<file path="config.mk">
export PLATFORM = sky130hd
export DESIGN_NAME = fetch_sequencer_flat
export DESIGN_NICKNAME = d
export VERILOG_FILES = /design/src/rtl/fetch_sequencer_pkg.sv /design/src/rtl/fetch_sequencer_if.sv /design/src/rtl/fetch_sequencer_next_pc.sv /design/src/rtl/fetch_sequencer.sv /design/src/flat_wrapper.sv
export SDC_FILE = /design/constraint.sdc
export NUM_CORES = 1
export LEC_CHECK = 0
export CORE_ASPECT_RATIO = 1.25
export CORE_MARGIN = 2
export CORE_UTILIZATION = 49
export CTS_BUF_LIST = sky130_fd_sc_hd__clkbuf_4
export CTS_CLUSTER_DIAMETER = 40
export DETAILED_ROUTE_END_ITERATION = 16
export PLACE_DENSITY = 0.8
export SYNTH_ARGS = -nofsm -noshare
export SYNTH_HDL_FRONTEND = slang
export SYNTH_SLANG_ARGS = --single-unit
</file>
<file path="constraint.sdc">
create_clock -name CLK -period 5.5 [get_ports CLK]
set_clock_uncertainty 0.1 [all_clocks]
set_input_delay 1.65 -clock CLK [delete_from_list [all_inputs] [get_ports CLK]]
set_output_delay 1.65 -clock CLK [all_outputs]
set_load 0.1 [all_outputs]
</file>
<file path="src/rtl/fetch_sequencer_pkg.sv">
// Shared definitions for the fetch sequencer slice.
//   seq_state_t : sequencer FSM states
//   PC_W_DEF    : default program-counter width
//   OFF_W/CNT_W : branch-offset and instruction-count widths
//   sat_inc     : saturating increment for the instruction counter
package fetch_sequencer_pkg;

  localparam int PC_W_DEF = 10;
  localparam int OFF_W    = 6;
  localparam int CNT_W    = 16;

  typedef enum logic [2:0] {
    IDLE,
    FETCH,
    WAIT,
    EXEC,
    DONE
  } seq_state_t;

  function automatic logic [CNT_W-1:0] sat_inc(input logic [CNT_W-1:0] v);
    return (&v) ? v : v + 1'b1;
  endfunction

endpackage

</file>
<file path="src/rtl/fetch_sequencer_if.sv">
// Bus between the fetch sequencer and its environment (decoder, datapath, ROM).
//   master : the sequencer -- drives ROM strobe/address, pc, status, count
//   slave  : the environment -- drives start, decoded control and stall
interface fetch_sequencer_if
  import fetch_sequencer_pkg::*;
#(
  parameter int PC_W = PC_W_DEF
);

  logic             start;
  logic             halt;
  logic             jump_en;
  logic             branch_en;
  logic [PC_W-1:0]  target;
  logic [OFF_W-1:0] offset;
  logic             stall;
  logic             rom_rd;
  logic [PC_W-1:0]  rom_addr;
  logic             instr_valid;
  logic [PC_W-1:0]  pc;
  logic             done;
  logic [CNT_W-1:0] instr_count;

  modport master (
    input  start, halt, jump_en, branch_en, target, offset, stall,
    output rom_rd, rom_addr, instr_valid, pc, done, instr_count
  );

  modport slave (
    output start, halt, jump_en, branch_en, target, offset, stall,
    input  rom_rd, rom_addr, instr_valid, pc, done, instr_count
  );

endinterface

</file>
<file path="src/rtl/fetch_sequencer_next_pc.sv">
// Combinational next-PC selection.
//   pc, target      : current pc and absolute jump target
//   offset          : signed branch offset (sign-extended to PC_W)
//   halt/jump/branch: decoded control, priority halt > jump > branch > +1
//   pc_next         : selected next pc, wraps modulo 2^PC_W
// PC_W must be wider than the offset field.
module next_pc
  import fetch_sequencer_pkg::*;
#(
  parameter int PC_W = PC_W_DEF
) (
  input  logic [PC_W-1:0]  pc,
  input  logic [PC_W-1:0]  target,
  input  logic [OFF_W-1:0] offset,
  input  logic             jump_en,
  input  logic             branch_en,
  input  logic             halt,
  output logic [PC_W-1:0]  pc_next
);

  logic [PC_W-1:0] off_ext;

  assign off_ext = {{(PC_W-OFF_W){offset[OFF_W-1]}}, offset};

  // Truncation to PC_W gives the modulo-2^PC_W wrap in both directions.
  always_comb begin
    pc_next = pc + 1'b1;
    if (halt)           pc_next = pc;
    else if (jump_en)   pc_next = target;
    else if (branch_en) pc_next = pc + off_ext;
  end

endmodule

</file>
<file path="src/rtl/fetch_sequencer.sv">
// Instruction fetch sequencer: IDLE -> FETCH -> [WAIT] -> EXEC -> FETCH/DONE.
//   CLK, Reset_n : clock, asynchronous active-low reset
//   bus (master) : start/halt/jump/branch/target/offset/stall in;
//                  rom_rd, rom_addr(=pc), instr_valid, pc, done, instr_count out
// ROM_LAT is the ROM read latency, 1..4 cycles; each instruction takes
// ROM_LAT+1 cycles fetch-to-fetch without stalls. All outputs are registered.
module fetch_sequencer
  import fetch_sequencer_pkg::*;
#(
  parameter int PC_W    = PC_W_DEF,
  parameter int ROM_LAT = 1
) (
  input  logic CLK,
  input  logic Reset_n,
  fetch_sequencer_if.master bus
);

  // WAIT lasts ROM_LAT-1 cycles: load ROM_LAT-2 and leave on zero.
  localparam int WAIT_LOAD = (ROM_LAT > 1) ? ROM_LAT - 2 : 0;

  seq_state_t       state;
  logic [1:0]       wait_cnt;
  logic [PC_W-1:0]  pc_q;
  logic [PC_W-1:0]  pc_nxt;
  logic [CNT_W-1:0] cnt_q;
  logic             rom_rd_q;
  logic             vld_q;
  logic             done_q;

  next_pc #(.PC_W(PC_W)) u_next_pc (
    .pc        (pc_q),
    .target    (bus.target),
    .offset    (bus.offset),
    .jump_en   (bus.jump_en),
    .branch_en (bus.branch_en),
    .halt      (bus.halt),
    .pc_next   (pc_nxt)
  );

  always_ff @(posedge CLK or negedge Reset_n) begin
    if (!Reset_n) begin
      state    <= IDLE;
      wait_cnt <= '0;
      pc_q     <= '0;
      cnt_q    <= '0;
      rom_rd_q <= 1'b0;
      vld_q    <= 1'b0;
      done_q   <= 1'b0;
    end else begin
      case (state)
        IDLE, DONE: begin
          if (bus.start) begin
            state    <= FETCH;
            pc_q     <= '0;
            cnt_q    <= '0;
            rom_rd_q <= 1'b1;
            done_q   <= 1'b0;
          end
        end
        FETCH: begin
          rom_rd_q <= 1'b0;
          if (ROM_LAT == 1) begin
            state <= EXEC;
            vld_q <= 1'b1;
          end else begin
            state    <= WAIT;
            wait_cnt <= 2'(WAIT_LOAD);
          end
        end
        WAIT: begin
          if (wait_cnt == '0) begin
            state <= EXEC;
            vld_q <= 1'b1;
          end else begin
            wait_cnt <= wait_cnt - 1'b1;
          end
        end
        EXEC: begin
          // Stall holds everything; decoded control is only sampled on exit.
          if (!bus.stall) begin
            cnt_q <= sat_inc(cnt_q);
            pc_q  <= pc_nxt;
            vld_q <= 1'b0;
            if (bus.halt) begin
              state  <= DONE;
              done_q <= 1'b1;
            end else begin
              state    <= FETCH;
              rom_rd_q <= 1'b1;
            end
          end
        end
        default: state <= IDLE;
      endcase
    end
  end

  assign bus.rom_rd      = rom_rd_q;
  assign bus.rom_addr    = pc_q;
  assign bus.pc          = pc_q;
  assign bus.instr_valid = vld_q;
  assign bus.done        = done_q;
  assign bus.instr_count = cnt_q;

endmodule

</file>
<file path="src/flat_wrapper.sv">
// flat-port wrapper written by rule: the top's interface ports become plain ports
module fetch_sequencer_flat import fetch_sequencer_pkg::*;
#(
  parameter int PC_W    = PC_W_DEF,
  parameter int ROM_LAT = 1
)
  (CLK, Reset_n, bus_start, bus_halt, bus_jump_en, bus_branch_en, bus_target, bus_offset, bus_stall, bus_rom_rd, bus_rom_addr, bus_instr_valid, bus_pc, bus_done, bus_instr_count);
  fetch_sequencer_if #(.PC_W(PC_W)) bus_i ();
  input  logic CLK;
  input  logic Reset_n;
  input wire logic [$bits(bus_i.start)-1:0] bus_start;
  input wire logic [$bits(bus_i.halt)-1:0] bus_halt;
  input wire logic [$bits(bus_i.jump_en)-1:0] bus_jump_en;
  input wire logic [$bits(bus_i.branch_en)-1:0] bus_branch_en;
  input wire logic [$bits(bus_i.target)-1:0] bus_target;
  input wire logic [$bits(bus_i.offset)-1:0] bus_offset;
  input wire logic [$bits(bus_i.stall)-1:0] bus_stall;
  output wire logic [$bits(bus_i.rom_rd)-1:0] bus_rom_rd;
  output wire logic [$bits(bus_i.rom_addr)-1:0] bus_rom_addr;
  output wire logic [$bits(bus_i.instr_valid)-1:0] bus_instr_valid;
  output wire logic [$bits(bus_i.pc)-1:0] bus_pc;
  output wire logic [$bits(bus_i.done)-1:0] bus_done;
  output wire logic [$bits(bus_i.instr_count)-1:0] bus_instr_count;
  assign bus_i.start = bus_start;
  assign bus_i.halt = bus_halt;
  assign bus_i.jump_en = bus_jump_en;
  assign bus_i.branch_en = bus_branch_en;
  assign bus_i.target = bus_target;
  assign bus_i.offset = bus_offset;
  assign bus_i.stall = bus_stall;
  assign bus_rom_rd = bus_i.rom_rd;
  assign bus_rom_addr = bus_i.rom_addr;
  assign bus_instr_valid = bus_i.instr_valid;
  assign bus_pc = bus_i.pc;
  assign bus_done = bus_i.done;
  assign bus_instr_count = bus_i.instr_count;
  fetch_sequencer #(.PC_W(PC_W), .ROM_LAT(ROM_LAT)) u_core (.CLK(CLK), .Reset_n(Reset_n), .bus(bus_i));
endmodule
</file>
==> flow_metrics.tcl <==
set metrics [dict create \
    sw_frac_of_total_pct 61.4 \
    cts_buffers 5 \
    cts_root_buf "clkbuf_4" \
    synth_top_area_share_pct 39.5 \
    cts_tree "built" \
    clk_path_buf_depth 2 \
    period_share_pct 74.9 \
    clock_latency_ns 0.34 \
    setup_slack_ns 1.38 \
    synth-edff-count 0 \
    power.density_nw_per_um2 570 \
    cts_resized 0 \
    synth_most_common_cell "dfrtp_1" \
    synth_common_cells "34 x dfrtp_1, 24 x nor2_1, 18 x nand2_1, 15 x o21ai_0, 14 x nand3_1" \
    syn_nets 271 \
    hold_class "flip-flop to flip-flop" \
    synth_mux_area_share_pct 2.79 \
    required_ns 5.62 \
    postLayoutCellArea_um2 2760 \
    crit_path_top_delay_cell "clkdlybuf4s50_1" \
    first_iter_violations 77 \
    cts_setup_buffers 0 \
    wl_per_cell_um 14.7 \
    synth_top_family_by_area "simple AND/OR/NAND/NOR gates" \
    power_frac_seq_pct 25.7 \
    drive_gt1_share_pct 4.83 \
    grt_pass1_vias 1960 \
    rsz0062_at_grt "false" \
    ys_seq_area_share_pct 39.5 \
    drv_slew 0 \
    core.rowCount 26 \
    status "finished clean" \
    viasPerCell 5.66 \
    fmax_mhz 243 \
    ys.flop_type "dfrtp_1" \
    dp_hpwl_um 3750 \
    p_total_mw 1.58 \
    placed_area_um2 2720 \
    antenna_left 0 \
    ios 62 \
    grt_remaining_overflow 0 \
    setup.worst_path.class "primary input to flip-flop" \
    tightest_slew_ns 0.993 \
    p_sw_uw 967 \
    arrival_ns 4.24 \
    hold_slack_ns 0.384 \
    synth_compound_area_share_pct 16.4 \
    dieArea_um2 4940 \
    synth_area_leader_cell "dfrtp_1" \
    avgSynthCellArea_um2 8.97 \
    async_reset_ff_share_pct 100 \
    start_kind "primary input" \
    gr-usage-all-layers_pct 21.4 \
    cp_max_fo 6 \
    clkPwrFrac_pct 7.9 \
    yosysWarnings 0 \
    fin_nets 322 \
    slew_headroom_pct 33.6 \
    clk_pin_slew_worst_paths_ns 0.11 \
    core_um2 4160 \
    h-tree-depth 2 \
    final.setup.tns_ns 0 \
    ys_ff_latch 34 \
    p_int_uw 608 \
    yosysUniqueCellTypes 50 \
    wirelength_um 5070 \
    synthTopCellsByArea "dfrtp_1 40%, buf_4 4.2%, nor2_1 4.2%" \
    peakVddDrop_uv 280 \
    holdBufCountCts 0 \
    antenna_found_initial 0 \
    maxCapViolations 0 \
    synth_xor_area_share_pct 5.29 \
    gp_congestion 0.909 \
    num_vias 1957 \
    area_growth_pct 28.2 \
    path_cells "clkdlybuf4s50_1 -> nand2b_1 -> ha_1 -> fa_1 -> a211oi_1 -> o21bai_1 -> o41ai_1 -> o31ai_1 -> o2bb2ai_1" \
    synthAdderAreaFrac_pct 5.00 \
    setup_viol 0 \
    portBuffers 61 \
    dieWidth_um 63.3 \
    min_period_ns 4.12 \
    route.detailed.drc 0 \
    die_h_um 78.1 \
    start_util_pct 51.7 \
    synthCells 240 \
    critPathCaptureType "flip-flop" \
    grt_max_degree 35 \
    dp_worst_setup_slack_ns 1.05 \
    synthesis.area_um2 2150 \
    antenna_cells 0 \
    grt_pass1_wl_um 8630 \
    hold_violations 0 \
    cts_sinks 34 \
    first_pass_iters 4 \
    pwr-share-comb_pct 66.4 \
    yosys.area_share.simple_pct 23.8 \
    leakage_nw 1.22 \
    crit_path_max_incr_delay_ns 0.54 \
]
## power groups by stage
stage,Clock (mW),Combinational (mW),Sequential (mW)
floorplan,0,0.498,0.760
global placement,0,1.03,0.406
detailed placement,0,1.05,0.409
CTS,0.128,1.05,0.404
global route,0.137,1.09,0.420
finish,0.124,1.05,0.405
## cells in the final DEF, fill, tap and decap left out, drive strengths merged, types with 3 or more instances in the layout
master	instances
clkdlybuf4s50	61
dfrtp	34
nor2	24
nand2	18
o21ai	17
nand3	14
nor3	12
a21oi	9
inv	9
xnor2	7
ha	7
xor2	6
mux2i	6
and3	5
a31oi	5
clkbuf	5
and2	4
a211oi	4
and4	3
or2	3
o31ai	3
a21o	3
## final cells by class
| type | instances | area [um2] |
|---|---|---|
| inverter | 9 | 33.8 |
| sequential | 34 | 851 |
| multi-input combinational | 179 | 1150 |
| timing repair buffer | 62 | 618 |
| fill | 381 | 1400 |
| tap | 56 | 70.1 |
| clock buffer | 5 | 37.5 |
| clock inverter | 1 | 3.75 |
## kinds of logic after synthesis
logic type / after synthesis
simple gates: 98
compound gates: 54
flops: 34
buf+inv: 27
xor+xnor: 13
fa+ha+maj: 8
mux: 6
## routing by layer
layer	global-route usage, %	share of wire [%]	routed length (um)
met1	25.1	43	2190
met2	38.3	50	2520
met3	4.87	6.3	320
met4	7.61	0.79	40
met5	0	0	0
## state kept, by name (all words and copies together), names as in the netlist
register and flops:
u_core.bus.instr_count 16, u_core.bus.pc 10, u_core.bus.instr_valid 1, u_core.wait_cnt 2
u_core.bus.rom_rd 1, u_core.state 3, u_core.bus.done 1
## through the flow
stage                     cells  utilization [%]
after floorplan             240                -
after global placement      340             65.3
after detailed placement    340             65.3
after CTS                   346             66.3
after global routing        346             66.3
final                       346             66.3
## path summary, 6_finish.rpt
path	slack, ns	startpoint	to	cells past startpoint
min in group asynchronous	1.60	Reset_n	u_core.bus.instr_valid	2
worst min register to register	0.38	u_core.bus.done	u_core.bus.done	2
max in group asynchronous	3.38	Reset_n	u_core.state[1]	2
worst max register to register	2.87	u_core.bus.pc[0]	u_core.bus.pc[8]	7
worst min-delay path	0.38	u_core.bus.done	u_core.bus.done	2
worst max-delay path	1.38	bus_branch_en	u_core.bus.pc[8]	9
## worst max-delay path: cells and delay by family
family	cells	cell delay [ns]
buffers and inverters	1	0.54
adder cells (fa/ha/maj)	2	0.63
AO/OA/AOI/OAI	5	1.32
AND/OR/NAND/NOR	1	0.08
No activity file was read; power rests on OpenSTA's default activity.
